===== config.mk =====
export PLATFORM = sky130hd
export DESIGN_NAME = spi_reg_ctrl
export DESIGN_NICKNAME = d
export VERILOG_FILES = /design/src/rtl/spi_reg_ctrl.sv
export SDC_FILE = /design/constraint.sdc
export NUM_CORES = 1
export LEC_CHECK = 0
export BUFFER_PORTS_ARGS = -buffer_cell sky130_fd_sc_hd__buf_2
export CORE_MARGIN = 2
export CORE_UTILIZATION = 45
export DETAILED_ROUTE_END_ITERATION = 8
export PLACE_DENSITY = 0.79
export REMOVE_ABC_BUFFERS = 1
export SLEW_MARGIN = 20
export SYNTH_ARGS = -nofsm -noshare
export SYNTH_HDL_FRONTEND = slang
export SYNTH_SLANG_ARGS = --single-unit

===== constraint.sdc =====
create_clock -name clk_i -period 2.1 [get_ports clk_i]
set_input_delay 0 -clock clk_i [delete_from_list [all_inputs] [get_ports clk_i]]
set_output_delay 0 -clock clk_i [all_outputs]
set_load 0.02 [all_outputs]

===== src/rtl/spi_reg_ctrl.sv =====
// Register-access controller behind an SPI slave byte engine: decodes command/address/data
// bytes into a bank of 8-bit registers and preloads the next MISO byte.
module spi_reg_ctrl #(
    parameter int unsigned ADDR_W    = 4,
    parameter logic [7:0]  IDLE_BYTE = 8'hA5
) (
    input  logic                       clk_i,
    input  logic                       rst_ni,
    input  logic                       spi_cs_i,
    input  logic                       rx_valid_i,
    input  logic [7:0]                 rx_data_i,
    output logic [7:0]                 tx_data_o,
    output logic [8*(2**ADDR_W)-1:0]   regs_o,
    output logic                       wr_strobe_o,
    output logic [ADDR_W-1:0]          wr_addr_o,
    output logic                       frame_done_o
);

    localparam int unsigned NumRegs = 2 ** ADDR_W;

    typedef enum logic [1:0] {
        StCmd,
        StWrData,
        StRdData
    } state_e;

    state_e            state_q;
    logic [ADDR_W-1:0] addr_q;
    logic [7:0]        regs_q [NumRegs];
    logic [7:0]        tx_data_q;
    logic              wr_strobe_q;
    logic [ADDR_W-1:0] wr_addr_q;
    logic              frame_done_q;
    logic              seen_q;
    logic [ADDR_W-1:0] cmd_addr;

    assign cmd_addr = rx_data_i[ADDR_W-1:0];

    always_ff @(posedge clk_i) begin
        if (!rst_ni) begin
            state_q      <= StCmd;
            addr_q       <= '0;
            tx_data_q    <= IDLE_BYTE;
            wr_strobe_q  <= 1'b0;
            wr_addr_q    <= '0;
            frame_done_q <= 1'b0;
            seen_q       <= 1'b0;
            for (int unsigned i = 0; i < NumRegs; i++) begin
                regs_q[i] <= 8'h00;
            end
        end else begin
            wr_strobe_q  <= 1'b0;
            frame_done_q <= 1'b0;
            // Deselect dominates: any rx_valid seen while cs is high is dropped.
            if (spi_cs_i) begin
                state_q      <= StCmd;
                tx_data_q    <= IDLE_BYTE;
                frame_done_q <= seen_q;
                seen_q       <= 1'b0;
            end else if (rx_valid_i) begin
                seen_q <= 1'b1;
                case (state_q)
                    StCmd: begin
                        if (rx_data_i[7]) begin
                            state_q   <= StWrData;
                            addr_q    <= cmd_addr;
                            tx_data_q <= 8'h00;
                        end else begin
                            state_q   <= StRdData;
                            addr_q    <= cmd_addr + ADDR_W'(1);
                            tx_data_q <= regs_q[cmd_addr];
                        end
                    end
                    StWrData: begin
                        regs_q[addr_q] <= rx_data_i;
                        wr_strobe_q    <= 1'b1;
                        wr_addr_q      <= addr_q;
                        tx_data_q      <= rx_data_i;
                        addr_q         <= addr_q + ADDR_W'(1);
                    end
                    StRdData: begin
                        tx_data_q <= regs_q[addr_q];
                        addr_q    <= addr_q + ADDR_W'(1);
                    end
                    default: state_q <= StCmd;
                endcase
            end
        end
    end

    for (genvar g = 0; g < NumRegs; g++) begin : gen_regs_flat
        assign regs_o[8*g +: 8] = regs_q[g];
    end

    assign tx_data_o    = tx_data_q;
    assign wr_strobe_o  = wr_strobe_q;
    assign wr_addr_o    = wr_addr_q;
    assign frame_done_o = frame_done_q;

endmodule


==> results of run 1 <==
[repair_timing]
action | CTS | global route
gates resized for setup | 0 | 1
setup buffers | 0 | 1
endpoints found under the hold margin | 6 | 0
hold buffers | 2 | 0
endpoints found under the setup margin | 0 | 6
[critical path, delay by kind of cell (launching register included)]
family                   cells  cell delay (ps)
adder cells (fa/ha/maj)      1              390
flip-flops                   1              380
buffers and inverters        1               80
AND/OR/NAND/NOR              2              320
AO/OA/AOI/OAI                3              710
[cell usage in the layout, fill, tap and decap left out, types with 2 or more instances in the layout]
master,instances
o21ai_0,15
nor2_1,30
nand2_1,28
inv_4,3
and2_1,131
buf_12,2
dlygate4sd3_1,2
a21oi_1,34
o211ai_1,4
nand3_1,14
edfxtp_1,128
buf_2,152
clkinv_4,6
nand3b_1,2
and3_1,2
nand2b_1,9
clkinv_2,2
o221a_1,4
o21ai_1,4
ha_1,9
o32a_1,4
nand2_2,4
buf_4,62
o22ai_1,2
mux2i_1,107
nor3_2,4
inv_1,6
a221o_1,8
xnor2_1,2
dfxtp_1,24
mux4_2,16
clkbuf_16,20
a22oi_1,22
a22o_1,8
nor2b_1,6
[cells in the mapped netlist (14+ instances only)]
master and count:
and2_1 131, edfxtp_1 128, dfxtp_1 25, o21ai_0 15, mux2i_1 107, clkbuf_1 20, mux4_2 16, nand3_1 14
a22oi_1 22, nor2_1 30, a21oi_1 34, nand2_1 28
[layer usage]
metal | part of all wire, % | vias to the layer above
met4 | 3.3 | 0
met2 | 48 | 418
met3 | 9.6 | 60
li1 | - | 2903
met1 | 39 | 3185
met5 | 0 | -
[how the worst max path moves through the flow]
| stage | cells after the start | endpoint | start |
|---|---|---|---|
| finish | 7 | tx_data_o[2] | state_q[1] |
| CTS | 7 | tx_data_o[6] | state_q[0] |
| floorplan | 4 | tx_data_o[0] | flop |
| global placement | 7 | tx_data_o[4] | state_q[0] |
| detailed placement | 7 | tx_data_o[6] | state_q[0] |
| global route | 7 | tx_data_o[2] | state_q[0] |
[flip-flops by register name (all words and copies together) (netlist names), named ones only]
name	cells
state_q	2
wr_addr_o	4
wr_strobe_o	1
regs_q	128
tx_data_o	8
addr_q	4
frame_done_o	1
seen_q	1
[logic make-up after synthesis]
family / Yosys count
buf+inv: 53
simple gates: 237
fa+ha+maj: 9
flops: 153
mux: 123
compound gates: 106
xor+xnor: 3
[layout make-up]
type                    count  area share, %
flip-flops and latches    153           42.7
clock inverters            11          0.800
clock buffers              21           5.06
well taps                 229           2.82
inverters                   6          0.221
repair buffers            218           12.6
multi-input cells         478           35.7
[power by group through the flow]
stage	Combinational (uW)	Sequential, uW	Clock [uW]
final	950	3500	3020
after global placement	918	3550	0
after global routing	1000	3510	3140
after CTS	939	3490	3040
after floorplan	369	3670	0
after detailed placement	932	3560	0
[metrics by stage]
stage,total power [uW],setup TNS (ps)
final,7470,0
after global routing,7650,0
after CTS,7470,0
after detailed placement,4490,0
after global placement,4470,0
after floorplan,4040,-8030
==> run_results.csv, run 1 <==
group,metric,value,unit
critical_path,rr_worst_depth,7,
cells_and_area,fillers,1507,
die,start_util,45.9,%
critical_path,reg2reg_setup_slack,100,ps
cells_and_area,drive_gt1_share,31.0,%
power_and_ir_drop,p_clk_share,40.4,%
sta,grt_setup_unrepaired,"false",
die,num_io_pins,154,
sta,slew_headroom,48.5,%
clocking,clk_latency,440,ps
clocking,path_clk_slew,60,ps
sta,layout_setup_ws,99.8,ps
sta,fin_crit,2000,ps
sta,finalSetupViolCount,0,
synth,yosys.area.top_type,"edfxtp_1",
synth,syn_area_per_cell,12.1,um2
cells_and_area,multiInputGateArea,0.00363,mm2
outcome,status,"complete, no violations",
critical_path,reg2reg_from,"state_q[1]",
power_and_ir_drop,ir_drop,0.630,mV
place,pre_cts_slack,97.5,ps
hold_path,holdPathStages,2,
synth,synthArstFlopShare,0,%
grt,track_usage,26.6,%
sta,timing.fmax,500,MHz
synth,syn_area,0.00827,mm2
die,die-width,140,um
hold_path,hold_end,"regs_q[0][7]",
drt,viasPerCell,5.88,
synth,yosysTopAreaCellShare,46.5,%
critical_path,crit_path_end_kind,"flop",
flow_run,drv_cap,0,
synth,synthSimpleGateAreaFrac,16.2,%
synth,synth-compound-area-share,8.66,%
power_and_ir_drop,power_frac_comb,12.7,%
drt,wl,25.8,mm
grt,grt_pass1_wl,38.7,mm
critical_path,r2r-end,"tx_data_o[2]",
grt,use_met2,42.5,%
sta,hold_slack,58.9,ps
power_and_ir_drop,powerDensity,734,mW/mm2
synth,synth-edff-count,128,
die,core,0.0180,mm2
synth,synth_ff_type,"edfxtp_1",
hold_path,holdCritPathClass,"in -> reg",
synth,synthXorXnorAreaFrac,0.318,%
grt,antenna_found_initial,0,
sta,clock-skew-final,7.77,ps
clocking,htreeDepth,4,
grt,grt.met1_usage,34.8,%
clocking,cts-root-buf,"clkbuf_16",
cells_and_area,fin_util,56.4,%
critical_path,path_max_fanout,8,
grt,grt.overflow.total,0,
cells_and_area,fin_nets,895,
synth,synth_fa_ha_area_share,1.36,%
power_and_ir_drop,p_sw_share,26.2,%
sta,finalCritPeriodShare,95.2,%
drt,vias,6566,
clocking,clk_path_buf_depth,2,
critical_path,cp.required,2420,ps
power_and_ir_drop,switchingPower,1960,uW
power_and_ir_drop,p_int,5510,uW
cells_and_area,insertedDiodeCount,0,
place,gp_congestion,0.887,
drt,drt-wirelength-per-cell,23.2,um
synth,yosysWarnings,0,
drt,antenna_left,0,
die,die_h,140,um
synth,muxShareOfSynthArea,17.3,%
place,place_inst,1081,
grt,grt-busiest-layer,"met2",
die,row_count,49,
synth,ys_types,41,
grt,grt_max_degree,45,
critical_path,slowest_delay,390,ps
grt,grt_pass1_vias,6421,
power_and_ir_drop,power.leakage,0.00428,uW
clocking,cts_buffers,17,
place,port_buffers,153,
synth,synth_area_leaders,"edfxtp_1 (46%), mux2i_1 (13%), and2_1 (9.9%)",
place,place_area,0.00954,mm2
place,hpwlAfterDp,18.9,mm
cells_and_area,fin_cells,1116,
sta,hold_viol,0,
critical_path,critical_path_class,"reg -> reg",
sta,tightest_slew,773,ps
critical_path,crit_chain,"inv_1, ha_1, nor2_1, nand2_1, a21oi_1, a221o_1, o32a_1",
synth,synthCells,684,
critical_path,crit_arrival,2320,ps
cells_and_area,syn_to_final_growth,22.9,%
die,die_area,0.0195,mm2
clocking,clkSinkCount,153,
power_and_ir_drop,pwr-share-seq,46.8,%
synth,synth_top_family_by_area,"multiplexers",
critical_path,crit_path_top_delay_cell,"ha_1",
grt,met3_usage,6.64,%
critical_path,start_kind,"flop",
drt,firstDrtPassIters,5,
cells_and_area,regArea,0.00435,mm2
clocking,cts_tree,"yes",
drt,drc,0,
synth,ys_ff_latch,153,
sta,maxSlewViolCount,0,
cells_and_area,final_area,0.0102,mm2
drt,drtIter0Drc,680,
hold_path,min_from,"rx_data_i[7]",
synth,yosysSeqAreaShare,52.5,%
No activity file was read; power rests on OpenSTA's default activity.
==> inputs of run 2 (changes only) <==
==> constraint.sdc (replaced) <==
create_clock -name clk_i -period 1.7 [get_ports clk_i]
set_input_delay 0 -clock clk_i [delete_from_list [all_inputs] [get_ports clk_i]]
set_output_delay 0 -clock clk_i [all_outputs]
set_load 0.02 [all_outputs]
==> run 2 against run 1 <==
Effect of this change: wire length rose by 5.0%; maximum frequency increased by 9.8%; worst setup slack worse by 220 ps; cell count is 3.3% higher; count of clock-buffer cells in the layout grew 5; non-clock buffer count is 37 higher; combinational power is 43% higher; via count is 3.2% higher; die area unchanged; hold slack worse by 1.2 ps; clock skew is 2.8 ps higher; first-iteration DRC count is 25% higher; the flow now finishes with violations (negative setup slack).
==> run_results.csv, run 2 (synthesized netlist as in run 1, its figures left out) <==
group,metric,value,unit
outcome,status,"complete, but fails checks",
outcome,violations,"negative setup slack",
clocking,cts_buffers,17,
cells_and_area,largest_register,"regs_q",
sta,hold_viol,0,
flow_run,drv_cap,0,
sta,maxSlewViolCount,0,
power_and_ir_drop,p_clk_share,39.6,%
power_and_ir_drop,p_sw_share,25.5,%
cells_and_area,fin_nets,932,
grt,grt_pass1_wl,38.6,mm
sta,fin_crit,1820,ps
place,hpwlAfterDp,19.3,mm
drt,vias,6773,
die,num_io_pins,154,
clocking,clk_path_buf_depth,2,
clocking,htreeDepth,4,
grt,grt_max_degree,28,
power_and_ir_drop,p_int,6990,uW
critical_path,crit_arrival,1970,ps
grt,grt.overflow.total,0,
cells_and_area,final_common_cell,"buf_2",
die,die_area,0.0195,mm2
place,pre_cts_slack,-234,ps
sta,grt_setup_unrepaired,"true",
drt,drt-wirelength-per-cell,23.5,um
sta,clock-skew-final,10.6,ps
cells_and_area,largest_reg_flops,128,
cells_and_area,fin_util,60.2,%
clocking,clkSinkCount,153,
critical_path,cp.required,1850,ps
critical_path,crit_chain,"inv_4, ha_4, and3_4, nand2_4, nor3_4, nand2b_4, buf_12",
grt,grt_pass1_vias,6467,
clocking,path_clk_slew,60,ps
sta,finalSetupViolCount,64,
critical_path,start_kind,"flop",
drt,antenna_left,0,
hold_path,holdCritPathClass,"in -> reg",
critical_path,startpoint,"state_q[1]",
place,place_area,0.00983,mm2
critical_path,critical_path_class,"reg -> reg",
power_and_ir_drop,powerDensity,865,mW/mm2
critical_path,cp_top_family,"simple AND/OR/NAND/NOR gates",
power_and_ir_drop,power.leakage,0.00452,uW
die,row_count,49,
critical_path,reg2reg_from,"state_q[1]",
critical_path,path_max_fanout,8,
power_and_ir_drop,ir_drop,0.759,mV
hold_path,min_from,"rx_data_i[2]",
critical_path,crit_buf_inv,2,
critical_path,crit_path_top_delay_cell,"dfxtp_2",
drt,wl,27.1,mm
power_and_ir_drop,power_frac_comb,14.5,%
die,die-width,140,um
cells_and_area,drive_gt1_share,37.9,%
clocking,cts-root-buf,"clkbuf_16",
place,place_inst,1111,
critical_path,slowest_delay,330,ps
die,core,0.0180,mm2
sta,slew_headroom,61.6,%
sta,layout_setup_ws,-121,ps
cells_and_area,insertedDiodeCount,0,
cells_and_area,fin_cells,1153,
power_and_ir_drop,power.total,9390,uW
critical_path,crit_path_end_kind,"flop",
clocking,cts_tree,"yes",
place,gp_congestion,0.955,
sta,tightest_slew,576,ps
cells_and_area,final_area,0.0109,mm2
drt,viasPerCell,5.87,
drt,drtIter0Drc,848,
grt,antenna_found_initial,0,
sta,finalCritPeriodShare,107,%
clocking,clk_latency,440,ps
drt,drc,0,
cells_and_area,syn_to_final_growth,31.2,%
die,die_h,140,um
sta,timing.fmax,549,MHz
drt,firstDrtPassIters,5,
place,port_buffers,153,
power_and_ir_drop,pwr-share-seq,46.0,%
power_and_ir_drop,switchingPower,2400,uW
die,start_util,45.9,%
cells_and_area,layout_common_cells,"buf_2 (152), and2_1 (130), edfxtp_1 (128)",
grt,track_usage,26.7,%
==> run 2: cell count changes in the layout (fill, tap and decap cells not counted), moves of 7 or more <==
cell / change
buf_4: +15
buf_6: +14
nor2_1: -13
nor2_2: +7
o21ai_0: -12
o21ai_2: +9
==> run 2: path summary, 6_finish.rpt <==
path / slack (ps) / depth (start not counted) / to
worst max-delay path: -120 / 7 / regs_q[1][5]
worst min-delay path: 60 / 2 / regs_q[0][2]
worst max register to register: -120 / 7 / regs_q[1][5]
worst min register to register: 490 / 2 / wr_addr_o[1]
==> run 2: per-stage QoR <==
stage	setup TNS [ps]	hold slack, ps
3_5_place_dp	-27760	323
2_1_floorplan	-40500	116
6_report	-3250	57.7
4_1_cts	-3610	50.3
5_1_grt	-6290	83.0
3_3_place_gp	-12620	323
==> run 2: metal layers <==
metal / up-vias / wire, um / global-route usage, %
li1: 2980 / - / -
met1: 3290 / 10400 / 34.8
met2: 424 / 13000 / 43.0
met3: 79 / 2640 / 6.02
met4: 0 / 1000 / 11.7
met5: - / 0 / 0
==> run 2: cell type report <==
cell class / instances / area [um2]
Tap cell: 229 / 287
Clock inverter: 6 / 60.1
Sequential cell: 153 / 4350
Timing Repair Buffer: 255 / 1710
Fill cell: 1410 / 7170
Multi-Input combinational cell: 478 / 3900
Inverter: 6 / 25.0
Clock buffer: 26 / 520
==> run 2: power by group through the flow <==
stage / combinational [uW] / clock [uW] / sequential, uW
floorplan: 456 / 0 / 4540
global placement: 1230 / 0 / 4380
detailed placement: 1240 / 0 / 4380
CTS: 1270 / 3700 / 4310
global route: 1420 / 3830 / 4330
finish: 1360 / 3710 / 4310
==> run 2: repair_timing <==
item                                    in CTS  in global routing
endpoints found under the setup margin     260                250
gates resized for setup                     25                 72
hold buffers                                 3                  0
hold endpoints to repair                     4                  0
pin swaps                                    2                  7
setup buffers                                0                  6
cloned                                       0                  1
==> inputs of run 3 (changes only) <==
--- a/config.mk
+++ b/config.mk
@@ -10,7 +10,9 @@
 export CORE_UTILIZATION = 45
 export DETAILED_ROUTE_END_ITERATION = 8
 export PLACE_DENSITY = 0.79
+export RECOVER_POWER = 25
 export REMOVE_ABC_BUFFERS = 1
+export SKIP_CTS_REPAIR_TIMING = 1
 export SLEW_MARGIN = 20
 export SYNTH_ARGS = -nofsm -noshare
 export SYNTH_HDL_FRONTEND = slang
==> run 3 against run 2 <==
Effect of this change: the run still ends with negative setup slack left; wire length is 1.6% lower; global-route usage decreased by 0.18 points; first-iteration DRC count shrank 0.24%; count of clock-buffer cells in the layout stayed put; sequential power about the same; largest cell class unchanged; highest routed layer unchanged.
==> run_results.csv, run 3 (synthesized netlist as in run 1, its figures left out) <==
group,metric,value,unit
sta,maxSlewViolCount,0,
die,start_util,45.9,%
critical_path,slowest_delay,390,ps
sta,grt_setup_unrepaired,"true",
sta,timing.fmax,559,MHz
grt,met3_usage,6.16,%
die,row_count,49,
die,num_io_pins,154,
outcome,status,"complete, but fails checks",
cells_and_area,largest_register,"regs_q",
sta,tightest_slew,537,ps
cells_and_area,final_area,0.0107,mm2
drt,wl,26.7,mm
sta,finalSetupViolCount,53,
grt,grt.met1_usage,34.6,%
critical_path,crit_path_top_delay_cell,"dfxtp_4",
critical_path,crit_chain,"buf_12, buf_4, mux2i_1, a21oi_1, nand3_1, o21ai_1, o32a_1",
critical_path,cp.required,2020,ps
power_and_ir_drop,ir_drop,0.755,mV
sta,hold_viol,0,
drt,firstDrtPassIters,5,
clocking,path_clk_slew,60,ps
cells_and_area,syn_to_final_growth,29.6,%
clocking,clkSinkCount,153,
cells_and_area,fin_nets,929,
drt,drtIter0Drc,846,
grt,grt_pass1_wl,38.5,mm
power_and_ir_drop,powerDensity,873,mW/mm2
clocking,clk_latency,430,ps
place,port_buffers,153,
drt,antenna_left,0,
clocking,htreeDepth,4,
sta,clock-skew-final,8.15,ps
critical_path,path_max_fanout,10,
cells_and_area,largest_reg_flops,128,
grt,grt-busiest-layer,"met2",
cells_and_area,insertedDiodeCount,0,
clocking,cts_tree,"yes",
grt,track_usage,26.5,%
grt,grt_max_degree,28,
power_and_ir_drop,power.leakage,0.00423,uW
clocking,cts-root-buf,"clkbuf_16",
grt,antenna_found_initial,0,
drt,drt-wirelength-per-cell,23.2,um
outcome,violations,"negative setup slack",
drt,vias,6741,
clocking,cts_buffers,17,
grt,grt.overflow.total,0,
critical_path,crit_path_end_kind,"flop",
cells_and_area,final_common_cell,"and2_1",
clocking,clk_path_buf_depth,2,
sta,finalCritPeriodShare,105,%
power_and_ir_drop,power.total,9360,uW
die,die_h,140,um
die,core,0.0180,mm2
hold_path,holdCritPathClass,"in -> reg",
place,gp_congestion,0.955,
critical_path,crit_arrival,2110,ps
place,hpwlAfterDp,19.3,mm
sta,fin_setup_tns,-1510,ps
grt,grt_pass1_vias,6405,
drt,viasPerCell,5.86,
sta,slew_headroom,64.2,%
sta,layout_setup_ws,-89.9,ps
drt,drc,0,
critical_path,critical_path_class,"reg -> reg",
critical_path,start_kind,"flop",
die,die_area,0.0195,mm2
cells_and_area,fillers,1445,
sta,fin_crit,1790,ps
flow_run,drv_cap,0,
grt,use_met2,43.0,%
place,place_area,0.00983,mm2
cells_and_area,layout_common_cells,"and2_1 (130), edfxtp_1 (128), mux2i_1 (105)",
die,die-width,140,um
cells_and_area,drive_gt1_share,29.8,%
run 3: cell count changes in the layout (fill, tap and decap cells not counted), moves of 2 or more:
cell | before | now
clkbuf_1 | 4 | 83
buf_2 | 152 | 73
mux2i_1 | 107 | 105
a21oi_2 | 1 | 4
nor2_4 | 6 | 4
a21oi_1 | 33 | 30
nor2_2 | 8 | 10
run 3: path summary, 6_finish.rpt:
kind	to	startpoint	slack, ps	cells after the start
min reg2reg	seen_q	seen_q	480	2
max reg2reg	tx_data_o[5]	flop	-90	7
min	state_q[1]	spi_cs_i	10	3
max	tx_data_o[5]	flop	-90	7
run 3: per-stage QoR:
stage          utilization (%)  hold slack, ps  instances  setup slack [ps]
3_5_place_dp              54.5             323       1111              -234
6_report                  59.5            12.8       1150             -89.9
3_3_place_gp              54.5             323       1111              -174
5_1_grt                   59.5            10.1       1150              -131
4_1_cts                   57.8            -127       1143              -260
2_1_floorplan                -             116        637             -1450
run 3: routing by layer:
layer	share of wire (%)	routed length, um
met5	0	0
met4	3.6	969
met3	9.9	2650
met2	48	12900
met1	38	10200
run 3: power by group:
part	switching [uW]	internal, uW	total (uW)	leakage, uW
logic	800	533	1330	0.00241
registers	134	4180	4320	0.00153
clock network	1460	2250	3710	0.000286
run 3: final cells by class:
| type | count | area [um2] | area share (%) |
|---|---|---|---|
| multi-input cells | 478 | 3920 | 36.5 |
| clock buffers | 26 | 520 | 4.85 |
| well taps | 229 | 287 | 2.67 |
| flip-flops and latches | 153 | 4350 | 40.6 |
| inverters | 6 | 25.0 | 0.233 |
| repair buffers | 252 | 1560 | 14.6 |
| clock inverters | 6 | 60.1 | 0.560 |
run 3: critical path, delay by kind of cell, from the launching register on:
kind | cells | cell delay (ps)
AOI/OAI and AO/OA | 3 | 470
DFF | 1 | 390
buffers and inverters | 2 | 370
muxes | 1 | 320
and+or+nand+nor | 1 | 110
